<file path="src/rtl/mem_wb_stage_pkg.sv">
// Shared types and helpers for the MEM/WB writeback stage.
// The state encoding is fixed: WB_IDLE=0, WB_WAIT_LOAD=1.
package mem_wb_stage_pkg;

    localparam int RD_W   = 5;
    localparam int DATA_W = 32;

    typedef enum logic {
        WB_IDLE      = 1'b0,
        WB_WAIT_LOAD = 1'b1
    } wb_state_e;

    // x0 is hardwired to zero, so a write to it is dropped
    function automatic logic rd_writes(input logic reg_write, input logic [RD_W-1:0] rd);
        return reg_write & (rd != '0);
    endfunction

endpackage

</file>
<file path="src/rtl/mem_wb_stage.sv">
// MEM/WB pipeline register and writeback controller with a stalling,
// timeout-guarded wait for multi-cycle loads and a retired-instruction counter.
//
// state        | meaning
// WB_IDLE      | accepting one instruction per cycle from the memory stage
// WB_WAIT_LOAD | load outstanding, upstream frozen, wait counter running
module mem_wb_stage
    import mem_wb_stage_pkg::*;
#(
    parameter int LOAD_TIMEOUT = 64
) (
    input  logic              clk,
    input  logic              rst,
    input  logic              mem_valid,
    input  logic              mem_is_load,
    input  logic              mem_reg_write,
    input  logic [RD_W-1:0]   mem_rd,
    input  logic [DATA_W-1:0] calculated_result,
    input  logic [DATA_W-1:0] load_data,
    input  logic              load_data_valid,
    input  logic              load_resp_err,
    output logic              mem_stall,
    output logic              wb_valid,
    output logic              wb_reg_write,
    output logic [RD_W-1:0]   wb_rd,
    output logic [DATA_W-1:0] wb_write_data,
    output logic              bus_err,
    output logic              timeout_err,
    output logic [31:0]       retire_count
);

    localparam int CNT_W = $clog2(LOAD_TIMEOUT + 1);
    localparam logic [CNT_W-1:0] CNT_LIMIT = CNT_W'(LOAD_TIMEOUT);

    wb_state_e         state, state_next;
    logic [CNT_W-1:0]  wait_cnt, cnt_next;
    logic [RD_W-1:0]   cap_rd, cap_rd_next;
    logic              cap_rw, cap_rw_next;
    logic              wb_load;
    logic              wb_rw_d;
    logic [RD_W-1:0]   wb_rd_d;
    logic [DATA_W-1:0] wb_data_d;
    logic              set_bus_err;
    logic              set_timeout;

    always_comb begin
        state_next  = state;
        cnt_next    = wait_cnt;
        cap_rd_next = cap_rd;
        cap_rw_next = cap_rw;
        wb_load     = 1'b0;
        wb_rw_d     = 1'b0;
        wb_rd_d     = wb_rd;
        wb_data_d   = wb_write_data;
        set_bus_err = 1'b0;
        set_timeout = 1'b0;
        mem_stall   = 1'b0;

        case (state)
            WB_IDLE: begin
                if (mem_valid) begin
                    if (!mem_is_load) begin
                        wb_load   = 1'b1;
                        wb_rw_d   = rd_writes(mem_reg_write, mem_rd);
                        wb_rd_d   = mem_rd;
                        wb_data_d = calculated_result;
                    end else if (load_data_valid) begin
                        wb_load     = 1'b1;
                        wb_rw_d     = rd_writes(mem_reg_write, mem_rd);
                        wb_rd_d     = mem_rd;
                        wb_data_d   = load_data;
                        set_bus_err = load_resp_err;
                    end else begin
                        mem_stall   = 1'b1;
                        cap_rd_next = mem_rd;
                        cap_rw_next = mem_reg_write;
                        cnt_next    = CNT_W'(1);
                        state_next  = WB_WAIT_LOAD;
                    end
                end
            end
            WB_WAIT_LOAD: begin
                // data arriving on the timeout cycle still wins
                if (load_data_valid) begin
                    wb_load     = 1'b1;
                    wb_rw_d     = rd_writes(cap_rw, cap_rd);
                    wb_rd_d     = cap_rd;
                    wb_data_d   = load_data;
                    set_bus_err = load_resp_err;
                    state_next  = WB_IDLE;
                end else if (wait_cnt == CNT_LIMIT) begin
                    wb_load     = 1'b1;
                    set_timeout = 1'b1;
                    state_next  = WB_IDLE;
                end else begin
                    mem_stall = 1'b1;
                    cnt_next  = wait_cnt + CNT_W'(1);
                end
            end
            default: state_next = WB_IDLE;
        endcase
    end

    always_ff @(posedge clk) begin
        if (rst) begin
            state         <= WB_IDLE;
            wait_cnt      <= '0;
            cap_rd        <= '0;
            cap_rw        <= 1'b0;
            wb_valid      <= 1'b0;
            wb_reg_write  <= 1'b0;
            wb_rd         <= '0;
            wb_write_data <= '0;
            bus_err       <= 1'b0;
            timeout_err   <= 1'b0;
            retire_count  <= '0;
        end else begin
            state        <= state_next;
            wait_cnt     <= cnt_next;
            cap_rd       <= cap_rd_next;
            cap_rw       <= cap_rw_next;
            wb_valid     <= wb_load;
            wb_reg_write <= wb_rw_d;
            if (wb_load) begin
                wb_rd         <= wb_rd_d;
                wb_write_data <= wb_data_d;
            end
            bus_err     <= bus_err | set_bus_err;
            timeout_err <= timeout_err | set_timeout;
            if (wb_valid) begin
                retire_count <= retire_count + 32'd1;
            end
        end
    end

endmodule

</file>
<file path="config.mk">
export PLATFORM = sky130hd
export DESIGN_NAME = mem_wb_stage
export DESIGN_NICKNAME = d
export VERILOG_FILES = /design/src/rtl/mem_wb_stage_pkg.sv /design/src/rtl/mem_wb_stage.sv
export SDC_FILE = /design/constraint.sdc
export NUM_CORES = 1
export LEC_CHECK = 0
export ABC_AREA = 1
export BUFFER_PORTS_ARGS = -buffer_cell sky130_fd_sc_hd__buf_2
export CORE_MARGIN = 5
export CORE_UTILIZATION = 45
export CTS_CLUSTER_SIZE = 28
export DETAILED_ROUTE_END_ITERATION = 16
export PLACE_DENSITY = 0.75
export SETUP_SLACK_MARGIN = 0.4
export SLEW_MARGIN = 20
export SYNTH_ARGS = -nofsm -noshare
export SYNTH_HDL_FRONTEND = slang
export SYNTH_SLANG_ARGS = --single-unit
</file>
<file path="constraint.sdc">
create_clock -name clk -period 1.36 [get_ports clk]
set_clock_uncertainty 0.05 [all_clocks]
set_input_delay 0.136 -clock clk [delete_from_list [all_inputs] [get_ports clk]]
set_output_delay 0.136 -clock clk [all_outputs]
set_load 0.05 [all_outputs]
</file>
---- Word level (Yosys, flattened, before mapping) ----
Cells that the tools add are included.
word-level totals
  register bits ........................... 87
  input bits .............................. 76
  output and inout port bits .............. 74
  logic and storage cells ................. 71
cells by class
  add/sub/neg operators ................... 2
  eq/ne operators ......................... 8
  muxes and demuxes ....................... 38
  bitwise operators ....................... 6
  reductions and logical operators ........ 6
operators by type and width
  kind                     count
  $mux W32                 3
  $pmux W32 S2             1
  $mux W7                  5
  $add A32 B1 Y32 const B  1
  $mux W5                  4
  $mux W1                  19
  $pmux W7 S2              1
  $ne A2 B2 Y1 const B     6
  $pmux W5 S2              1
  $reduce_bool A5 Y1       2
  $pmux W1 S2              4
  $reduce_and A4 Y1        2
  $add A7 B1 Y7 const B    1
  $eq A7 B7 Y1 const B     1
  $reduce_and A5 Y1        1
  $ne A3 B3 Y1 const B     1
  $and A1 B1 Y1            2
  $not A1 Y1               2
  $or A1 B1 Y1             2
  $reduce_and A2 Y1        1

---- Logic depth before layout (Yosys ltp) ----
  depth after elaboration ................. 6
  gate-level depth with buffers ........... 12

---- Least setup slack after synthesis ----
Ideal clock, no wire load.
  path type ............................... register -> register
  from .................................... register retire_count[0]
  to ...................................... register retire_count[14]
  arrival ................................. 1.696 ns
  slack ................................... -0.513 ns
  stages on the path, launching flop included .. 9
  buffers on the path ..................... 0
  period minus slack after synthesis ...... 1.873 ns
  cells stage by stage .................... dfxtp_1 > ha_1 > nand3_1 > nor2_1 > nand2_1 > nor2_1 > nand3_1 > nand2_1 > nor2_1
on the way
  cells in the longest elaborated chain, start to end .. 1
RTL lines
  element                   line                 RTL
  start: declaration        mem_wb_stage.sv:29   output logic [31:0] retire_count
  start signal: assignment  mem_wb_stage.sv:131  retire_count <= retire_count + 32'd1;
  $add A32 B1 Y32           mem_wb_stage.sv:131
Every way passes these cells.
A chain may end at the register's enable or synchronous reset.

---- Worst setup path after layout ----
  from .................................... register wait_cnt[1]
  to ...................................... register wb_write_data[25]
on the way
  cells in the longest elaborated chain, start to end .. 5
RTL lines
  element                             line                 RTL
  start: declaration                  mem_wb_stage.sv:36   logic [CNT_W-1:0] wait_cnt, cnt_next;
  start signal: assignment            mem_wb_stage.sv:119  wait_cnt <= cnt_next;
  $eq A7 B7 Y1                        mem_wb_stage.sv:91   end else if (wait_cnt == CNT_LIMIT) begin
  $mux W1                             mem_wb_stage.sv:91
  $mux W1                             mem_wb_stage.sv:84   if (load_data_valid) begin
  $pmux W1 S2                         mem_wb_stage.sv:59   case (state)
  $reduce_and A2 Y1 (no source line)  -
  end signal: assignment              mem_wb_stage.sv:126  wb_write_data <= wb_data_d;
  end: declaration                    mem_wb_stage.sv:26   output logic [DATA_W-1:0] wb_write_data,
Every way passes these cells.

==> metrics <==
Slew headroom=72.56%; Synth Area in Simple Gates=37.76%; xor/xnor share of the synthesized area=1.165%; syn_nets=810; initial antenna violation count=0; final worst setup slack=-0.3626 ns; sequential area share after synthesis=38.62%; RePlAce Congestion=0.8857; yosys warns=0; Synth-to-Final Area Change=91.18%; CP startpoint kind=flip-flop; Final setup viols=78; Worst Tran Pin Value=0.4116 ns; R2R Path End=wb_write_data[25]; CTS tree=done; GRT overflow=0; worst-skew pair later-pin latency=0.38 ns; Worst setup EP type=flip-flop; hold_ws=0.04478 ns; Max Cap Viol=0; clk buf depth=2; GRT Util Overall=26.49%; Vias=6,102; largest net degree at the start of global routing=35; Tightest Hold Check Type=primary input to flip-flop; portion of netlist area occupied by mux cells=0%; register bit total from synthesis=87; Final min period=1.723 ns; Compound-Gate Fraction of Synth Area=9.046%; largest family of logic cells by synthesized area=simple AND/OR/NAND/NOR gates; WL/cell=18.63 um; Die H=110.1 um; Top Ports=150; PortBufs=149; Avg Vias per Cell=5.400; post-synthesis adder-cell area fraction=0.8324%; first-pass iteration count of the detailed router=5; fin. max-slew vios=0; Max rail drop VDD=0.5815 mV; CP max stage cell=dfxtp_2; Worst Hold Endpoint=cap_rd[2]; failing checks=setup timing; placement row count=36; Die W=110.1 um; Starting Density=46.13%; cell area after synthesis=0.004509 mm^2; Leakage=4.105 nW; RSZ-0062 raised after global routing=true; crit-path cells=inv_2 > ha_4 > nand2_2 > inv_2 > nand3_4 > nand2_4 > buf_6 > nand2_4 > inv_4 > buf_12 > clkbuf_16 > nand2_1 > nand2_1 > nor2_1; outcome=complete, but fails checks; Max FO, Critical Path=6; number of global-route vias before repair=5,289; routed wire length=21,050 um; placed insts=1,032; cts bufs inserted=9; synthesized netlist cell count=731; Data arrival, critical path=1.96 ns; max incr delay on CP=0.35 ns; Antenna Cells=0; Reg2Reg Launch Point=wait_cnt[1]; post-synth cell types=29; Max Clk Rate=0.5805 GHz; die footprint=0.01212 mm^2; reg2reg path depth=14; CTS root buf=clkbuf_8; hold depth=3; Min-Delay Startpoint=mem_rd[2]; Fin. Hold Viols=0; worst reg-to-reg setup slack=-0.36 ns; drt drc=0; clk slew on worst S/H paths=0.10 ns; Setup WS pre-CTS=-0.08473 ns; H-tree lvl count=3; antenna-violating nets left=0; post-layout util=88.20%; layout cells sized above 1=54.06%; 1st-iter DRT viols=485; CTS Sinks=87; Power, Total=6.498 mW; Crit Path Class=flip-flop to flip-flop; Pwr Density=753.7 mW/mm^2; Avg Cell Area, Syn=6.169 um^2; CORE AREA=0.009774 mm^2; final-stage net count=1,073; final period utilization=126.7%; first-pass GRT wire length=25,240 um; worst path required time=1.60 ns; Final Instance Count excl. Fillers=1,130; detailed placer's ending HPWL=9538 um
==> area by class of cell <==
type / instances / area (um^2)
fillers: 463 / 1154
repair buffers: 277 / 2877
multi-input cells: 498 / 3025
well taps: 133 / 166.4
clock inverters: 1 / 5.005
clock buffers: 13 / 158.9
inverters: 121 / 471.7
flip-flops and latches: 87 / 1917
==> logic make-up (layout without fill, tap and decap cells) <==
| logic type | Yosys count | count (layout) |
|---|---|---|
| flip-flops | 87 | 87 |
| AO/OA/AOI/OAI | 71 | 71 |
| buffers and inverters | 146 | 412 |
| adder cells (fa/ha/maj) | 3 | 3 |
| XOR/XNOR | 6 | 6 |
| AND/OR/NAND/NOR | 418 | 418 |
==> per-layer routing <==
layer	up-vias	GRT usage (%)	wire length [um]
met5	-	0	0
li1	2787	-	-
met3	100	5.125	1772
met1	2831	29.24	7261
met4	0	11.52	1033
met2	384	49.05	10990
==> power by group <==
group          internal, mW  total (mW)  switching (mW)
combinational         0.902        2.04            1.14
clock                 0.745        1.70           0.951
sequential             2.64        2.76           0.126
total                  4.28        6.50            2.21
==> registers in the layout, summed over array words and instances (netlist names) <==
register,count
retire_count,32
wb_write_data,32
wait_cnt,7
cap_rd,5
wb_rd,5
bus_err,1
cap_rw,1
state,1
timeout_err,1
wb_reg_write,1
wb_valid,1
==> placed cells by master (no fill, tap or decap), types with 41 or more instances in the layout <==
| cell | n |
|---|---|
| buf_8 | 75 |
| buf_6 | 41 |
| buf_2 | 75 |
| dfxtp_2 | 44 |
| inv_1 | 101 |
| nand2_1 | 141 |
| nor2_1 | 94 |
| buf_4 | 64 |
| nand2_2 | 50 |
==> Yosys cell counts <==
library cell | instances | area share, %
xnor2_1 | 3 | 0.58
dfxtp_1 | 87 | 39
nand2_1 | 216 | 18
inv_2 | 4 | 0.33
nand2_2 | 2 | 0.28
nor2_2 | 2 | 0.28
o22ai_1 | 32 | 4.4
a21oi_1 | 19 | 2.1
clkbuf_1 | 6 | 0.50
nand4_1 | 11 | 1.5
and3_1 | 1 | 0.14
o21ai_1 | 3 | 0.33
nor3_1 | 10 | 1.1
nand4_2 | 1 | 0.28
buf_1 | 6 | 0.50
o31ai_1 | 2 | 0.33
inv_1 | 117 | 9.7
nand3_2 | 2 | 0.44
or2_1 | 1 | 0.14
xor2_1 | 3 | 0.58
o21ai_0 | 12 | 1.3
nand3_1 | 38 | 4.2
buf_2 | 12 | 1.3
nor2_4 | 1 | 0.25
ha_1 | 3 | 0.83
nor2_1 | 132 | 11
o21a_1 | 3 | 0.50
buf_4 | 1 | 0.17
and2_1 | 1 | 0.14
==> critical path, delay by kind of cell (launching register included) <==
kind / cells / cell delay, ns
fa+ha+maj: 1 / 0.14
buf+inv: 6 / 0.58
flops: 1 / 0.35
simple gates: 7 / 0.50
==> how the worst max path moves through the flow <==
stage | from | end | slack [ns]
3_3_place_gp | wait_cnt[1] | mem_stall | -0.07
5_1_grt | wait_cnt[1] | wb_write_data[25] | -0.45
3_5_place_dp | wait_cnt[1] | mem_stall | -0.08
2_1_floorplan | retire_count[0] | retire_count[14] | -0.06
4_1_cts | wait_cnt[1] | mem_stall | -0.26
6_report | wait_cnt[1] | wb_write_data[25] | -0.36
==> what timing repair did <==
action                                  in CTS  in global routing
hold buffers                                 5                  0
pin swaps                                   53                 63
gates cloned                                 3                  3
hold endpoints to repair                     5                  0
resized for setup                          365                141
endpoints found under the setup margin     159                161
setup buffers                               35                 38
==> per-stage QoR <==
step                TNS [ns]  area [um^2]
floorplan             -1.841         4870
global placement      -1.241         6035
detailed placement    -2.407         6035
CTS                   -8.250         7772
global route          -19.57         8621
finish                -14.47         8621
Note: power is estimated with default switching activity, not from simulation.
